<file path="config.mk">
export PLATFORM = sky130hd
export DESIGN_NAME = present_sched_flat
export DESIGN_NICKNAME = d
export VERILOG_FILES = /design/src/rtl/present_sched_if.sv /design/src/rtl/present_sched.sv /design/src/flat_wrapper.sv
export SDC_FILE = /design/constraint.sdc
export NUM_CORES = 1
export LEC_CHECK = 0
export CAP_MARGIN = 20
export CORE_AREA = 10 10 218 220
export DETAILED_ROUTE_END_ITERATION = 16
export DIE_AREA = 0 0 228 230
export PLACE_DENSITY = 0.7
export SETUP_SLACK_MARGIN = 0.1
export SYNTH_ARGS = -nofsm -noshare
export SYNTH_HDL_FRONTEND = slang
export SYNTH_SLANG_ARGS = --single-unit
</file>
<file path="constraint.sdc">
create_clock -name clk -period 5.6 [get_ports clk]
set_clock_uncertainty 0.15 [all_clocks]
set_input_delay 0.84 -clock clk [delete_from_list [all_inputs] [get_ports clk]]
set_output_delay 0.84 -clock clk [all_outputs]
set_load 0.01 [all_outputs]
</file>
<file path="src/rtl/present_sched_if.sv">
// Requester-side bundle for present_sched: encrypt request and ciphertext response.
// master = requester (drives req_valid/key/block/rsp_ready), slave = scheduler.
interface present_sched_if;
    logic        req_valid;
    logic        req_ready;
    logic [79:0] key;
    logic [63:0] block;
    logic        rsp_valid;
    logic        rsp_ready;
    logic [63:0] rsp_data;

    modport master (
        output req_valid, key, block, rsp_ready,
        input  req_ready, rsp_valid, rsp_data
    );

    modport slave (
        input  req_valid, key, block, rsp_ready,
        output req_ready, rsp_valid, rsp_data
    );
endinterface

</file>
<file path="src/rtl/present_sched.sv">
// Round-robin scheduler of two requesters (a, b) onto one PRESENT-80 core.
// Ports: clk, n_reset (async low), a/b requester bundles, core_pl/core_in_text
// load bus, core_ciphertext/core_done result, busy (not idle).
module present_sched #(
    parameter bit KEY_CACHE = 1'b1
) (
    input  logic           clk,
    input  logic           n_reset,
    present_sched_if.slave a,
    present_sched_if.slave b,
    output logic [1:0]     core_pl,
    output logic [79:0]    core_in_text,
    input  logic [63:0]    core_ciphertext,
    input  logic           core_done,
    output logic           busy
);
    typedef enum logic [1:0] {
        IDLE,
        LOAD_KEY,
        LOAD_BLK,
        RUN
    } state_t;

    state_t      state;
    state_t      state_nx;
    logic [79:0] key_q;
    logic [63:0] blk_q;
    logic [79:0] cached_key;
    logic        key_valid;
    logic        owner;
    logic        last_grant;
    logic        a_rsp_v;
    logic        b_rsp_v;
    logic [63:0] a_rsp_d;
    logic [63:0] b_rsp_d;

    logic        elig_a;
    logic        elig_b;
    logic        grant_a;
    logic        grant_b;
    logic        accept;
    logic        key_hit;
    logic [79:0] sel_key;
    logic [63:0] sel_blk;

    // Eligibility uses the registered rsp_valid, so a response that is
    // being consumed this cycle still blocks a new grant to its owner.
    assign elig_a  = a.req_valid & ~a_rsp_v;
    assign elig_b  = b.req_valid & ~b_rsp_v;
    // last_grant = 1 means b was served last, so a wins a tie.
    assign grant_a = elig_a & (~elig_b | last_grant);
    assign grant_b = elig_b & ~grant_a;
    assign accept  = (state == IDLE) & (grant_a | grant_b);
    assign sel_key = grant_b ? b.key : a.key;
    assign sel_blk = grant_b ? b.block : a.block;
    assign key_hit = KEY_CACHE && key_valid && (sel_key == cached_key);

    assign a.req_ready = accept & grant_a;
    assign b.req_ready = accept & grant_b;
    assign a.rsp_valid = a_rsp_v;
    assign b.rsp_valid = b_rsp_v;
    assign a.rsp_data  = a_rsp_d;
    assign b.rsp_data  = b_rsp_d;
    assign busy        = (state != IDLE);

    always_comb begin
        state_nx     = state;
        core_pl      = 2'b00;
        core_in_text = 80'h0;
        unique case (state)
            IDLE: begin
                if (accept) begin
                    state_nx = key_hit ? LOAD_BLK : LOAD_KEY;
                end
            end
            LOAD_KEY: begin
                core_pl      = 2'b10;
                core_in_text = key_q;
                state_nx     = LOAD_BLK;
            end
            LOAD_BLK: begin
                core_pl      = 2'b01;
                core_in_text = {16'h0, blk_q};
                state_nx     = RUN;
            end
            RUN: begin
                if (core_done) begin
                    state_nx = IDLE;
                end
            end
            default: state_nx = IDLE;
        endcase
    end

    always_ff @(posedge clk or negedge n_reset) begin
        if (!n_reset) begin
            state      <= IDLE;
            key_q      <= 80'h0;
            blk_q      <= 64'h0;
            cached_key <= 80'h0;
            key_valid  <= 1'b0;
            owner      <= 1'b0;
            last_grant <= 1'b1;
            a_rsp_v    <= 1'b0;
            b_rsp_v    <= 1'b0;
            a_rsp_d    <= 64'h0;
            b_rsp_d    <= 64'h0;
        end else begin
            state <= state_nx;
            if (accept) begin
                key_q <= sel_key;
                blk_q <= sel_blk;
                owner <= grant_b;
            end
            if (state == LOAD_KEY) begin
                cached_key <= key_q;
                key_valid  <= 1'b1;
            end
            if (a_rsp_v && a.rsp_ready) begin
                a_rsp_v <= 1'b0;
            end
            if (b_rsp_v && b.rsp_ready) begin
                b_rsp_v <= 1'b0;
            end
            if (state == RUN && core_done) begin
                last_grant <= owner;
                if (owner) begin
                    b_rsp_v <= 1'b1;
                    b_rsp_d <= core_ciphertext;
                end else begin
                    a_rsp_v <= 1'b1;
                    a_rsp_d <= core_ciphertext;
                end
            end
        end
    end
endmodule

</file>
<file path="src/flat_wrapper.sv">
// flat-port wrapper written by rule: the top's interface ports become plain ports
module present_sched_flat 
#(
    parameter bit KEY_CACHE = 1'b1
)
  (clk, n_reset, core_pl, core_in_text, core_ciphertext, core_done, busy, a_req_valid, a_key, a_block, a_rsp_ready, a_req_ready, a_rsp_valid, a_rsp_data, b_req_valid, b_key, b_block, b_rsp_ready, b_req_ready, b_rsp_valid, b_rsp_data);
  present_sched_if a_i ();
  present_sched_if b_i ();
  input  logic clk;
  input  logic n_reset;
  output logic [1:0] core_pl;
  output logic [79:0] core_in_text;
  input  logic [63:0] core_ciphertext;
  input  logic core_done;
  output logic busy;
  input wire logic [$bits(a_i.req_valid)-1:0] a_req_valid;
  input wire logic [$bits(a_i.key)-1:0] a_key;
  input wire logic [$bits(a_i.block)-1:0] a_block;
  input wire logic [$bits(a_i.rsp_ready)-1:0] a_rsp_ready;
  output wire logic [$bits(a_i.req_ready)-1:0] a_req_ready;
  output wire logic [$bits(a_i.rsp_valid)-1:0] a_rsp_valid;
  output wire logic [$bits(a_i.rsp_data)-1:0] a_rsp_data;
  input wire logic [$bits(b_i.req_valid)-1:0] b_req_valid;
  input wire logic [$bits(b_i.key)-1:0] b_key;
  input wire logic [$bits(b_i.block)-1:0] b_block;
  input wire logic [$bits(b_i.rsp_ready)-1:0] b_rsp_ready;
  output wire logic [$bits(b_i.req_ready)-1:0] b_req_ready;
  output wire logic [$bits(b_i.rsp_valid)-1:0] b_rsp_valid;
  output wire logic [$bits(b_i.rsp_data)-1:0] b_rsp_data;
  assign a_i.req_valid = a_req_valid;
  assign a_i.key = a_key;
  assign a_i.block = a_block;
  assign a_i.rsp_ready = a_rsp_ready;
  assign a_req_ready = a_i.req_ready;
  assign a_rsp_valid = a_i.rsp_valid;
  assign a_rsp_data = a_i.rsp_data;
  assign b_i.req_valid = b_req_valid;
  assign b_i.key = b_key;
  assign b_i.block = b_block;
  assign b_i.rsp_ready = b_rsp_ready;
  assign b_req_ready = b_i.req_ready;
  assign b_rsp_valid = b_i.rsp_valid;
  assign b_rsp_data = b_i.rsp_data;
  present_sched #(.KEY_CACHE(KEY_CACHE)) u_core (.clk(clk), .n_reset(n_reset), .a(a_i), .b(b_i), .core_pl(core_pl), .core_in_text(core_in_text), .core_ciphertext(core_ciphertext), .core_done(core_done), .busy(busy));
endmodule
</file>
Word-level counts from Yosys, hierarchy flattened. Cells that the tools add are included.

Register bits: 359. Bits in latches: 0. Memory bits (writable): 0. Memory bits (read-only): 0. Input bits: 359. Output and inout port bits: 215. Memories: 0.

Add/sub/neg operators: 0. $mul: 0. Divide/modulo/power cells: 0. $lt $le $gt $ge: 0. Equality and inequality tests: 6. Shift operators: 0. Muxes and demuxes: 14. Bitwise operators: 14. Reductions and logical operators: 9.

Operators by type and width (number): $pmux W80 S2 (1); $eq A80 B80 Y1 (1); $mux W80 (1); $mux W64 (1); $pmux W2 S4 (1); $and A1 B1 Y1 (7); $mux W1 (6); $mux W2 (3); $reduce_and A2 Y1 (3); $not A1 Y1 (5); $eq A2 B2 Y1 const B (2); $logic_and A1 B1 Y1 (4); $pmux W2 S2 (1); $eq A2 B1 Y1 const B (1); $logic_not A2 Y1 (1); $ne A2 B1 Y1 const B (1); $ne A2 B2 Y1 const B (1); $or A1 B1 Y1 (2); $reduce_bool A2 Y1 (1).

Logic depth before layout (Yosys ltp).
Word-level depth: 13. Gate-level depth with buffers: 11. Mapped depth without buffers: 9.

Least setup slack after synthesis. Ideal clock, no wire load.

Path kind: input-to-reg. From: input b_req_valid. To: register u_core.state[1]. Library setup time: 0.067 ns. Data arrival time: 2.844 ns. Required time: 5.383 ns. Slack: 2.539 ns. Stages on the path: 9. Buffers on the path: 1. Cell sequence: nor2b_2 -> buf_6 -> and3_1 -> or3_1 -> a222oi_1 -> nand4_1 -> or4_1 -> nor4_2 -> a311o_1.

Longest elaborated chain between the ends: 12. Elaborated cells on any way between the ends: 16.

Ends and longest elaborated chain: start: declaration (line flat_wrapper.sv:23) `input wire logic [$bits(b_i.req_valid)-1:0] b_req_valid;`; $and A1 B1 Y1 * (line present_sched.sv:49) `assign elig_b = b.req_valid & ~b_rsp_v;`; $not A1 Y1 (line present_sched.sv:51) `assign grant_a = elig_a & (~elig_b | last_grant);`; $or A1 B1 Y1 (line present_sched.sv:51); $and A1 B1 Y1 (line present_sched.sv:51); $not A1 Y1 (line present_sched.sv:52) `assign grant_b = elig_b & ~grant_a;`; $and A1 B1 Y1 (line present_sched.sv:52); $mux W80 (line present_sched.sv:54) `assign sel_key = grant_b ? b.key : a.key;`; $eq A80 B80 Y1 (line present_sched.sv:56) `assign key_hit = KEY_CACHE && key_valid && (sel_key == cached_key);`; $logic_and A1 B1 Y1 (line present_sched.sv:56); $mux W2 (line present_sched.sv:73) `state_nx = key_hit ? LOAD_BLK : LOAD_KEY;`; $mux W2 (line present_sched.sv:72) `if (accept) begin`; $pmux W2 S4 (line present_sched.sv:70) `unique case (state)`; end signal: assignment (line present_sched.sv:109) `state <= state_nx;`; end: declaration (line present_sched.sv:24) `state_t state;`.

Every way passes the cells marked *; elsewhere a longest branch is shown, timed or not. The select of a mux whose other input is x is not followed. A chain may end at the register's enable or synchronous reset.

Worst setup path after layout.
From: register u_core.state[0]. To: output core_in_text[2].

Longest elaborated chain between the ends: 2. Elaborated cells on any way between the ends: 3.

Ends and longest elaborated chain: $eq A2 B2 Y1 / $eq A2 B1 Y1 (equally long branches) (line present_sched.sv:70); $pmux W80 S2 * (line present_sched.sv:70); end: declaration (line flat_wrapper.sv:12) `output logic [79:0] core_in_text;`.

Every way passes the cells marked *; elsewhere a longest branch is shown, timed or not.

==> impl_metrics.toml <==
[critical_path]
crit_type = "flop to output pin"
cp-start-kind = "flop"
crit_path_end = "core_in_text[2]"
max_stage_delay_ns = 0.98
crit_path_top_delay_cell = "ha_2"
reg2reg_slack_ns = 1.77
cp_top_family = "buffers and inverters"
arrival_ns = 3.43
crit_required_ns = 4.61
crit_chain = "inv_1 -> ha_2 -> buf_4 -> a21boi_0 -> clkdlybuf4s50_1"
rr_startpoint = "u_core.a.rsp_valid"
critPathBufInv = 3
worstPathMaxFanout = 42
r2r_cells = 9
worstReg2RegEnd = "u_core.state[1]"
crit_cells = 5
worstSetupEndpointType = "output pin"
crit_start = "u_core.state[0]"

[floorplan]
die_x_um = 228
ios = 574
core_um2 = 42900
start_util_pct = 39.2
die_h_um = 230
die_area_um2 = 52400
num_rows = 76

[power]
power_density_nw_per_um2 = 561
p_sw_mw = 5.13
p_leak_nw = 10.4
swShare_pct = 37.1
pwr-share-clk_pct = 21.4
combPwrFrac_pct = 45.0
ir_drop_mv = 0.341
intPower_mw = 8.69
seqPwrFrac_pct = 33.6

[timing]
finalSetupViolations = 0
fmax_mhz = 226
slew_violations = 0
fin_crit_ns = 4.42
period_share_pct = 78.9
rsz0062_at_grt = "false"
hold_viol = 0
max_slew_margin_pct = 36.7
worst_slack_ns = 1.18
worst_pin_slew_ns = 0.949
finalSetupTns_ns = 0

[yosys]
synth-edff-count = 0
syn_avg_cell_area_um2 = 9.92
synthCells = 1694
syn_nets = 2058
synthArstFlopShare_pct = 100
synth_ff_type = "dfrtp_1"
synth_top_area_share_pct = 53.3
synth_cell_types = 57
synth-seq-area-share_pct = 53.5
synth_top_cell_by_area = "dfrtp_1"
ys_ff_latch = 359
yosysMostFrequentCell = "dfrtp_1"
synthTopCellsByCount = "358 x dfrtp_1, 304 x nand2_1, 145 x mux2_2"
ys_warn_count = 0
synth.area.top_cells = "dfrtp_1 53%, mux2_2 9.7%, nand2_1 6.8%, o21ai_0 4.1%, a31oi_1 3.8%"
syn_area_um2 = 16800

[route]
vias = 15251
ant_nets = 0
drtIter0Drc = 1278
wire_per_inst_um = 24.7
first_pass_iters = 6
drc = 0
vias_per_cell = 5.35
routed_wirelength_mm = 70.5

[grt]
grt.total_usage_pct = 26.0
grt_pass1_wl_mm = 104
grt_pass1_vias = 15967
grt_overflow = 0
grt_max_degree = 204
antenna_found_initial = 30

[placed_design]
place_congestion = 0.931
port_buffers = 573
post-place-ws_ns = 1.09
dp_hpwl_mm = 53.8

[final_layout]
drive_gt1_share_pct = 11.6
area_delta_synth_final_pct = 46.6
fin_nets = 2582
final_util_pct = 57.4

[status]
status = "complete, no violations"

[clock_tree]
cts_root_buf = "clkbuf_16"
post_cts_resized = 0
numCtsBuffers = 42
clk_path_buf_depth = 3
cts_sinks = 359
hold_buffers = 0
htreeDepth = 2
clock_latency_ns = 0.56
tritoncts = "done"
post_cts_buffers = 0
path_clk_slew_ns = 0.06

[min_path]
hp-class = "input port to async pin"

[flow_run]
cap_violations = 0
power by group through the flow:
stage | registers (mW) | clock network, mW | logic [mW]
after global placement | 4.58 | 0 | 6.18
final | 4.64 | 2.96 | 6.22
after detailed placement | 4.65 | 0 | 6.26
after global routing | 4.79 | 3.11 | 6.77
after floorplan | 4.65 | 0 | 3.07
after CTS | 4.62 | 3.02 | 6.29
per-stage QoR:
step / instance area [µm²] / hold slack [ns] / instances / power (mW)
floorplan: 16800 / 0.290 / 1694 / 7.72
global placement: 23100 / 0.303 / 2758 / 10.8
detailed placement: 23100 / 0.313 / 2758 / 10.9
CTS: 24600 / 0.212 / 2835 / 13.9
global route: 24600 / 0.238 / 2845 / 14.7
finish: 24600 / 0.180 / 2850 / 13.8
area by class of cell:
class / count / area [µm²]
flip-flops and latches: 359 / 8980
diodes: 14 / 35.0
multi-input cells: 1150 / 7130
clock buffers: 62 / 1290
clock inverters: 15 / 209
repair buffers: 595 / 5990
fillers: 3663 / 18300
well taps: 585 / 732
inverters: 70 / 263
layer usage:
layer | wire [µm] | GRT usage, % | vias up
li1 | - | - | 6918
met2 | 35400 | 44.8 | 691
met3 | 7050 | 9.76 | 121
met4 | 2300 | 10.3 | 22
met1 | 25700 | 28.5 | 7499
met5 | 138 | 0 | -
worst min path at each step:
stage,start,endpoint,slack [ns],depth (start not counted)
after floorplan,u_core.key_valid,u_core.key_valid,0.29,1
after global placement,u_core.key_valid,u_core.key_valid,0.30,1
after detailed placement,u_core.key_valid,u_core.key_valid,0.31,1
after CTS,n_reset,u_core.key_q[57],0.21,1
after global routing,n_reset,u_core.cached_key[50],0.24,1
final,n_reset,u_core.cached_key[50],0.18,1
worst reg2reg max path, stage by stage (launching register included):
cell and delay [ns]:
dfrtp_1 0.54, and3b_4 0.27, nor2_4 0.63, buf_4 0.40
mux2i_1 0.18, a2111oi_0 0.63, nand4_1 0.17, or4_1 0.44
nor4_2 0.21, a311o_1 0.16
placed cells by master, fill, tap and decap left out, drive strengths merged, types with 9 or more instances in the layout:
master         count
and3              45
mux2i             38
a31oi            101
clkbuf            62
nor4              13
clkdlybuf4s50    572
nand3             51
buf               23
nand4              9
a21oi             40
nand2            304
xnor2             22
inv               70
dfrtp            358
nor2             107
a21boi            66
diode             14
o21ai            150
mux2             145
nor4b             11
logic make-up (layout without fill, tap and decap cells):
group                    after synthesis  after routing  synth area share (%)
AND/OR/NAND/NOR                      557            557                  14.8
AO/OA/AOI/OAI                        382            382                  13.6
flip-flops                           359            359                  53.5
buffers and inverters                185            742                  4.56
multiplexers                         183            183                  12.0
XOR/XNOR                              23             23                  1.20
adder cells (fa/ha/maj)                5              5                 0.372
other                                  0             14                     0
registers in the layout, indices dropped and copies added (netlist names):
register,cells
u_core.b.rsp_valid,1
u_core.a.rsp_valid,1
u_core.b.rsp_data,64
u_core.key_valid,1
u_core.last_grant,1
u_core.blk_q,64
u_core.state,2
u_core.owner,1
u_core.cached_key,80
u_core.key_q,80
u_core.a.rsp_data,64
Note: power is estimated with default switching activity, not from simulation.
